[config.mk]
export PLATFORM = sky130hd
export DESIGN_NAME = hd44780_ctrl
export DESIGN_NICKNAME = d
export VERILOG_FILES = /design/src/rtl/hd44780_ctrl.sv
export SDC_FILE = /design/constraint.sdc
export NUM_CORES = 1
export LEC_CHECK = 0
export BUFFER_PORTS_ARGS = -buffer_cell sky130_fd_sc_hd__buf_2
export CAP_MARGIN = 5
export CORE_UTILIZATION = 59
export CTS_CLUSTER_SIZE = 14
export DETAILED_ROUTE_END_ITERATION = 16
export PLACE_DENSITY = 0.74
export SLEW_MARGIN = 10
export SYNTH_ARGS = -nofsm -noshare
export SYNTH_HDL_FRONTEND = slang
export SYNTH_SLANG_ARGS = --single-unit
export TNS_END_PERCENT = 20
[constraint.sdc]
create_clock -name clk -period 5.5 [get_ports clk]
set_input_delay 1.1 -clock clk [delete_from_list [all_inputs] [get_ports clk]]
set_output_delay 1.1 -clock clk [all_outputs]
set_load 0.03 [all_outputs]
[src/rtl/hd44780_ctrl.sv]
// HD44780 character-LCD controller.
// Owns a ROWS x COLS character buffer. After power-up it runs the
// controller's initialisation sequence. On each refresh request it rewrites
// every row: one DDRAM address command per row, followed by that row's
// characters. BUS_WIDTH selects 4-bit (two nibbles per byte) or 8-bit
// (one word per byte) transfers. Only 4 and 8 are meaningful.
module hd44780_ctrl #(
    parameter int BUS_WIDTH = 4,
    parameter int ROWS      = 4,
    parameter int COLS      = 16,
    parameter int T_PWRUP   = 50000,
    parameter int T_INIT    = 2500,
    parameter int T_EN      = 20,
    parameter int T_CMD     = 20,
    parameter int T_CLR     = 500
) (
    input  logic                 clk,
    input  logic                 rst,
    input  logic                 trg,
    input  logic                 wr_en,
    input  logic [1:0]           wr_row,
    input  logic [4:0]           wr_col,
    input  logic [7:0]           wr_data,
    output logic                 ready,
    output logic                 busy,
    output logic                 e,
    output logic                 rs,
    output logic [BUS_WIDTH-1:0] db
);

    localparam int DEPTH = ROWS * COLS;
    localparam int AW    = (DEPTH > 1) ? $clog2(DEPTH) : 1;

    // Function set: DL for an 8-bit bus, N for a multi-line display.
    localparam logic [7:0] FS = 8'h20 | ((BUS_WIDTH == 8) ? 8'h10 : 8'h00)
                                      | ((ROWS > 1) ? 8'h08 : 8'h00);
    localparam logic [1:0] LAST_ROW = 2'(ROWS - 1);
    localparam logic [4:0] LAST_COL = 5'(COLS - 1);

    typedef enum logic [2:0] {
        PWR_WAIT, INIT_FS0, INIT_CMDS, IDLE, ROW_ADDR, ROW_DATA, NEXT_ROW
    } state_t;

    // Progress of the transfer in flight. PH_NONE means the bus is quiet.
    typedef enum logic [2:0] {
        PH_NONE, PH_SETUP, PH_HIGH, PH_LOW, PH_WAIT
    } phase_t;

    // Power-on content is blanks. Reset deliberately leaves the text intact.
    logic [7:0] mem [0:(1<<AW)-1] = '{default: 8'h20};

    state_t        state;
    phase_t        phase;
    logic [31:0]   cnt;
    logic [1:0]    row;
    logic [1:0]    idx;
    logic [4:0]    col;
    logic          pending;
    logic          second;
    logic          single;
    logic [7:0]    tx_byte;
    logic          tx_rs;

    logic          wr_ok;
    logic [AW-1:0] wr_idx;
    logic [4:0]    rd_col;
    logic [AW-1:0] rd_idx;
    logic [7:0]    ld_byte;
    logic          ld_rs;
    logic          ld_single;
    logic [31:0]   wait_len;
    logic          wait_done;
    logic          start;

    function automatic logic [7:0] cmd_byte(input logic [1:0] i);
        case (i)
            2'd0:    return FS;
            2'd1:    return 8'h0C;
            2'd2:    return 8'h06;
            default: return 8'h01;
        endcase
    endfunction

    function automatic logic [7:0] row_base(input logic [1:0] r);
        case (r)
            2'd0:    return 8'h00;
            2'd1:    return 8'h40;
            2'd2:    return 8'(COLS);
            default: return 8'(64 + COLS);
        endcase
    endfunction

    assign wr_ok  = (int'(wr_row) < ROWS) && (int'(wr_col) < COLS);
    assign wr_idx = AW'(int'(wr_row) * COLS + int'(wr_col));

    // Character buffer write port, open on every cycle including refreshes.
    always_ff @(posedge clk) begin
        if (wr_en && wr_ok) begin
            mem[wr_idx] <= wr_data;
        end
    end

    // Each state has exactly one possible next byte. Decode it here so the
    // FSM can load it on the edge where the previous byte completes.
    always_comb begin
        rd_col    = (state == ROW_DATA) ? col + 5'd1 : 5'd0;
        rd_idx    = AW'(int'(row) * COLS + int'(rd_col));
        ld_rs     = (state == ROW_ADDR) || (state == ROW_DATA);
        ld_single = (state == PWR_WAIT);
        case (state)
            INIT_CMDS:          ld_byte = cmd_byte(idx + 2'd1);
            IDLE:               ld_byte = 8'h80 | row_base(2'd0);
            ROW_ADDR, ROW_DATA: ld_byte = mem[rd_idx];
            NEXT_ROW:           ld_byte = 8'h80 | row_base(row + 2'd1);
            default:            ld_byte = FS;
        endcase

        if (state == INIT_FS0)
            wait_len = 32'(T_INIT);
        else if (tx_byte == 8'h01 && !tx_rs)
            wait_len = 32'(T_CLR);
        else
            wait_len = 32'(T_CMD);
        wait_done = (phase == PH_WAIT) && (cnt == wait_len - 32'd1);

        case (state)
            PWR_WAIT:  start = (cnt == 32'(T_PWRUP - 1));
            INIT_FS0:  start = wait_done;
            INIT_CMDS: start = wait_done && (idx != 2'd3);
            IDLE:      start = trg || pending;
            ROW_ADDR:  start = wait_done;
            ROW_DATA:  start = wait_done && (col != LAST_COL);
            NEXT_ROW:  start = (row != LAST_ROW);
            default:   start = 1'b0;
        endcase
    end

    assign busy = !(state == IDLE && !pending);

    // Sequencer and bus engine: byte loading, E strobing, post-byte waits.
    always_ff @(posedge clk or negedge rst) begin
        if (!rst) begin
            state   <= PWR_WAIT;
            phase   <= PH_NONE;
            cnt     <= '0;
            row     <= '0;
            col     <= '0;
            idx     <= '0;
            pending <= 1'b0;
            second  <= 1'b0;
            single  <= 1'b0;
            tx_byte <= '0;
            tx_rs   <= 1'b0;
            ready   <= 1'b0;
            e       <= 1'b0;
            rs      <= 1'b0;
            db      <= '0;
        end else begin
            if (start) begin
                tx_byte <= ld_byte;
                tx_rs   <= ld_rs;
                single  <= ld_single;
                second  <= 1'b0;
                rs      <= ld_rs;
                db      <= ld_byte[7 -: BUS_WIDTH];
                phase   <= PH_SETUP;
                cnt     <= '0;
            end else begin
                case (phase)
                    PH_SETUP: begin
                        e     <= 1'b1;
                        phase <= PH_HIGH;
                        cnt   <= '0;
                    end
                    PH_HIGH: begin
                        if (cnt == 32'(T_EN - 1)) begin
                            e     <= 1'b0;
                            phase <= PH_LOW;
                            cnt   <= '0;
                        end else begin
                            cnt <= cnt + 32'd1;
                        end
                    end
                    PH_LOW: begin
                        if (cnt == 32'(T_EN - 1)) begin
                            // The init wake-up is a lone upper nibble.
                            if (BUS_WIDTH == 4 && !single && !second) begin
                                second <= 1'b1;
                                db     <= tx_byte[BUS_WIDTH-1:0];
                                phase  <= PH_SETUP;
                            end else begin
                                phase <= PH_WAIT;
                            end
                            cnt <= '0;
                        end else begin
                            cnt <= cnt + 32'd1;
                        end
                    end
                    PH_WAIT: begin
                        if (wait_done) begin
                            phase <= PH_NONE;
                            cnt   <= '0;
                        end else begin
                            cnt <= cnt + 32'd1;
                        end
                    end
                    default: cnt <= (state == PWR_WAIT) ? cnt + 32'd1 : '0;
                endcase
            end

            // Requests outside IDLE merge into one pending refresh.
            if (state == IDLE)
                pending <= 1'b0;
            else if (trg)
                pending <= 1'b1;

            case (state)
                PWR_WAIT: begin
                    if (start) state <= INIT_FS0;
                end
                INIT_FS0: begin
                    if (wait_done) begin
                        state <= INIT_CMDS;
                        idx   <= 2'd0;
                    end
                end
                INIT_CMDS: begin
                    if (wait_done) begin
                        if (idx == 2'd3) begin
                            ready <= 1'b1;
                            state <= IDLE;
                        end else begin
                            idx <= idx + 2'd1;
                        end
                    end
                end
                IDLE: begin
                    if (trg || pending) begin
                        row   <= 2'd0;
                        state <= ROW_ADDR;
                    end
                end
                ROW_ADDR: begin
                    if (wait_done) begin
                        col   <= 5'd0;
                        state <= ROW_DATA;
                    end
                end
                ROW_DATA: begin
                    if (wait_done) begin
                        if (col == LAST_COL)
                            state <= NEXT_ROW;
                        else
                            col <= col + 5'd1;
                    end
                end
                NEXT_ROW: begin
                    if (row == LAST_ROW) begin
                        state <= IDLE;
                    end else begin
                        row   <= row + 2'd1;
                        state <= ROW_ADDR;
                    end
                end
                default: state <= PWR_WAIT;
            endcase
        end
    end

endmodule

==> key figures <==
Pwr
  • Leak Pwr: 8.88 nW
  • PD cells: 326 nW/um^2
  • Total design power: 8.82 mW
  • VDD IR max: 0.302 mV

Finish
  • Nets: around 1800
  • FILL cells: 2905
  • Share of cells above drive strength 1: 0.105
  • # diodes: 0
  • Synth-to-layout area growth: 10.3%
  • Most common cell after layout, fill and taps aside: edfxtp_1
  • Most frequent cells in the layout: 512 x edfxtp_1, 223 x nand2_1, 151 x nor2_1, 80 x mux2i_1, 70 x nand3_1

Global routing
  • Met2 Use GR: 0.490
  • Initial antenna violation count: 1
  • Vias in the first global route: 15500
  • GRT met1 Usage: 0.456
  • Overflow after GRT: 0
  • Busiest grt layer: met2
  • First-pass GRT wire length: 98.7 mm
  • Met3 GRT Util: 0.0651
  • GR Util All Layers: 0.321
  • Largest net degree at the start of global routing: 126

Logic synthesis
  • Primary FF master, synth: edfxtp_1
  • Sequential element share of the synthesized area: 0.693
  • Synth Warn #: 0
  • Fraction of registers with async set/reset: 0.113
  • Synthesized area: around 25000 sq um
  • Syn Area/Cell: ~14 sq um
  • Number of enable flip-flop cells after synthesis: 512
  • Distinct cells, synth: 91
  • Syn Inst Count: 1800
  • Synth Register Bits: 577
  • Post-synth net total: 1829

STA
  • Setup-failing EPs final: 0
  • Post-Route Setup TNS: 0 ns
  • Period Utilization, post-route: 0.795
  • Final min period: 4.37 ns
  • Top achievable clock speed: 0.229 GHz
  • Skew final: between 0.03 and 0.04 ns
  • Worst-margin pin slew: 1.22 ns
  • RSZ-0062 raised after global routing: no
  • Final Hold Vio Count: 0
  • Rel. slew slack: 0.185
  • Fin. max-slew vios: 0

CTS
  • Clk Latency, worst-skew pair: 0.64 ns
  • PostCTS Resize Cnt: 0
  • Post-CTS Setup Inserts: 0
  • Clock sinks: between 500 and 600
  • CTS Hold Bufs: 0
  • Num CTS Buffers: 58
  • CTS root buf: clkbuf_16
  • CTS Buffer Depth: 3
  • H-tree Lvls: 2
  • Clock transition at path regs: 0.06 ns
  • CTS tree: yes

Floorplanning
  • Starting Density: 0.600
  • IO Pins: 27
  • Core region area: just over 40000 sq um
  • Die area: 42400 sq um
  • Row cnt: 74
  • Die W: 206 um
  • Die Span Y: 206 um

Setup path
  • CP Class: reg2reg
  • R2r startpoint: col[0]$_DFFE_PN0P_
  • Critical Path Start: col[0]$_DFFE_PN0P_
  • Worst Path Arrival: 4.83 ns
  • Critical R2R Capture: tx_byte[0]$_DFFE_PN0N_
  • Worst reg-to-reg setup slack: approximately 1.1 ns
  • Critical path required time: 5.96 ns
  • Critical path endpoint category: flip-flop
  • Critical path launch point type: flip-flop
  • Reg2Reg Depth: 8
  • Critical path fanouts, max: 38
  • Worst setup path endpoint: tx_byte[0]$_DFFE_PN0N_

Route
  • Vias per inst: 6.77
  • Routed wire length per instance: 27.8 um
  • Post-route ant nets: 0
  • Routed WL: 66.7 mm
  • DR vias: 16200
  • Initial DRC Count: between 2000 and 3000
  • DR pass1 iterations: 6
  • Drt drc: 0

Min path
  • Type of the most critical hold path: reg2reg

Placement
  • Port-buffer cells: 26
  • Final HPWL from detailed placement: 40.2 mm
  • GP Congestion: approximately 0.91

Status
  • Status: complete, no violations

Run
  • Max-Cap Viols: 0
==> cells in the mapped netlist, types with 10 or more instances <==
| library cell | instances | share of area |
|---|---|---|
| a221oi_1 | 10 | 0.0036 |
| mux2_2 | 11 | 0.0050 |
| edfxtp_1 | 512 | 0.63 |
| a21oi_1 | 63 | 0.013 |
| mux4_2 | 15 | 0.014 |
| o21ai_0 | 51 | 0.010 |
| xor2_1 | 17 | 0.0061 |
| and3_1 | 19 | 0.0048 |
| nor3_1 | 34 | 0.0069 |
| mux2i_1 | 81 | 0.033 |
| ha_1 | 10 | 0.0051 |
| buf_1 | 15 | 0.0023 |
| nor2_1 | 151 | 0.023 |
| nor2b_1 | 12 | 0.0031 |
| buf_2 | 37 | 0.0075 |
| nor4_1 | 14 | 0.0036 |
| a221o_1 | 11 | 0.0045 |
| xnor2_1 | 21 | 0.0075 |
| nand2_1 | 223 | 0.034 |
| o211ai_1 | 26 | 0.0080 |
| clkbuf_1 | 49 | 0.0075 |
| a32oi_1 | 10 | 0.0036 |
| dfrtp_1 | 65 | 0.066 |
| a31oi_1 | 28 | 0.0071 |
| o221ai_1 | 11 | 0.0039 |
| a211oi_1 | 19 | 0.0058 |
| a22oi_1 | 10 | 0.0031 |
| inv_1 | 18 | 0.0028 |
| o22ai_1 | 31 | 0.0079 |
| nand3_1 | 70 | 0.014 |
==> kinds of logic after synthesis <==
family	after synthesis	synth area share
and+or+nand+nor	586	0.111
DFF	577	0.693
AOI/OAI and AO/OA	344	0.0976
buffers and inverters	131	0.0242
muxes	112	0.0543
xor gates and xnor gates	40	0.0149
adders and majority gates	10	0.00510
==> metal layers <==
| layer | vias up | part of all wire | routed length (um) |
|---|---|---|---|
| li1 | 6948 | - | - |
| met1 | 8022 | 0.39 | 26200 |
| met2 | 1062 | 0.45 | 30300 |
| met3 | 197 | 0.11 | 7310 |
| met4 | 0 | 0.043 | 2860 |
| met5 | - | 0 | 0 |
==> worst max-delay path: stages, from the launching register on <==
cell	delay, ns
dfrtp_4	0.49
ha_1	1.10
and4b_4	0.90
nand2_1	0.53
a221o_1	0.41
a31oi_1	0.27
o21ai_0	0.18
a22oi_1	0.17
a31oi_1	0.11
==> power by group <==
group | switching [mW] | internal, mW | leakage (nW)
Combinational | 0.108 | 0.0166 | 2.53
Clock | 1.67 | 2.22 | 0.893
Sequential | 0.00453 | 4.79 | 5.46
Total | 1.78 | 7.03 | 8.88
==> registers in the layout, indices dropped and copies added (netlist names), 3 cells and up <==
name     flops
col          5
state        3
mem        512
db           4
tx_byte      8
cnt         32
phase        3
==> through the flow <==
step                      cell area [sq um]  utilization  std cells  hold WS [ns]  setup WS, ns
final                                 27100        0.661       2397         0.475          1.13
after global routing                  27100        0.661       2397         0.494         0.935
after CTS                             27100        0.661       2397         0.474          1.21
after detailed placement              25200        0.616       2289         0.461          1.23
after global placement                25200        0.616       2289         0.452          1.25
after floorplan                       24500            -       1800         0.451          2.49
==> layout make-up <==
cell class | count | area (sq um) | share of cell area
clock inverter | 34 | 339 | 0.0125
sequential | 577 | 17000 | 0.628
inverter | 20 | 75.1 | 0.00277
timing repair buffer | 68 | 483 | 0.0178
multi-input combinational | 1092 | 6990 | 0.258
clock buffer | 74 | 1510 | 0.0558
tap | 532 | 666 | 0.0246
==> worst min path at each step <==
stage / from / endpoint / slack [ns] / cells past startpoint
floorplan: single$_DFFE_PN0N_ / single$_DFFE_PN0N_ / 0.45 / 1
finish: ready$_DFFE_PN0P_ / ready$_DFFE_PN0P_ / 0.47 / 1
global route: ready$_DFFE_PN0P_ / ready$_DFFE_PN0P_ / 0.49 / 1
detailed placement: ready$_DFFE_PN0P_ / ready$_DFFE_PN0P_ / 0.46 / 1
global placement: ready$_DFFE_PN0P_ / ready$_DFFE_PN0P_ / 0.45 / 1
CTS: ready$_DFFE_PN0P_ / ready$_DFFE_PN0P_ / 0.47 / 1
(Power assumes the default switching activity.)
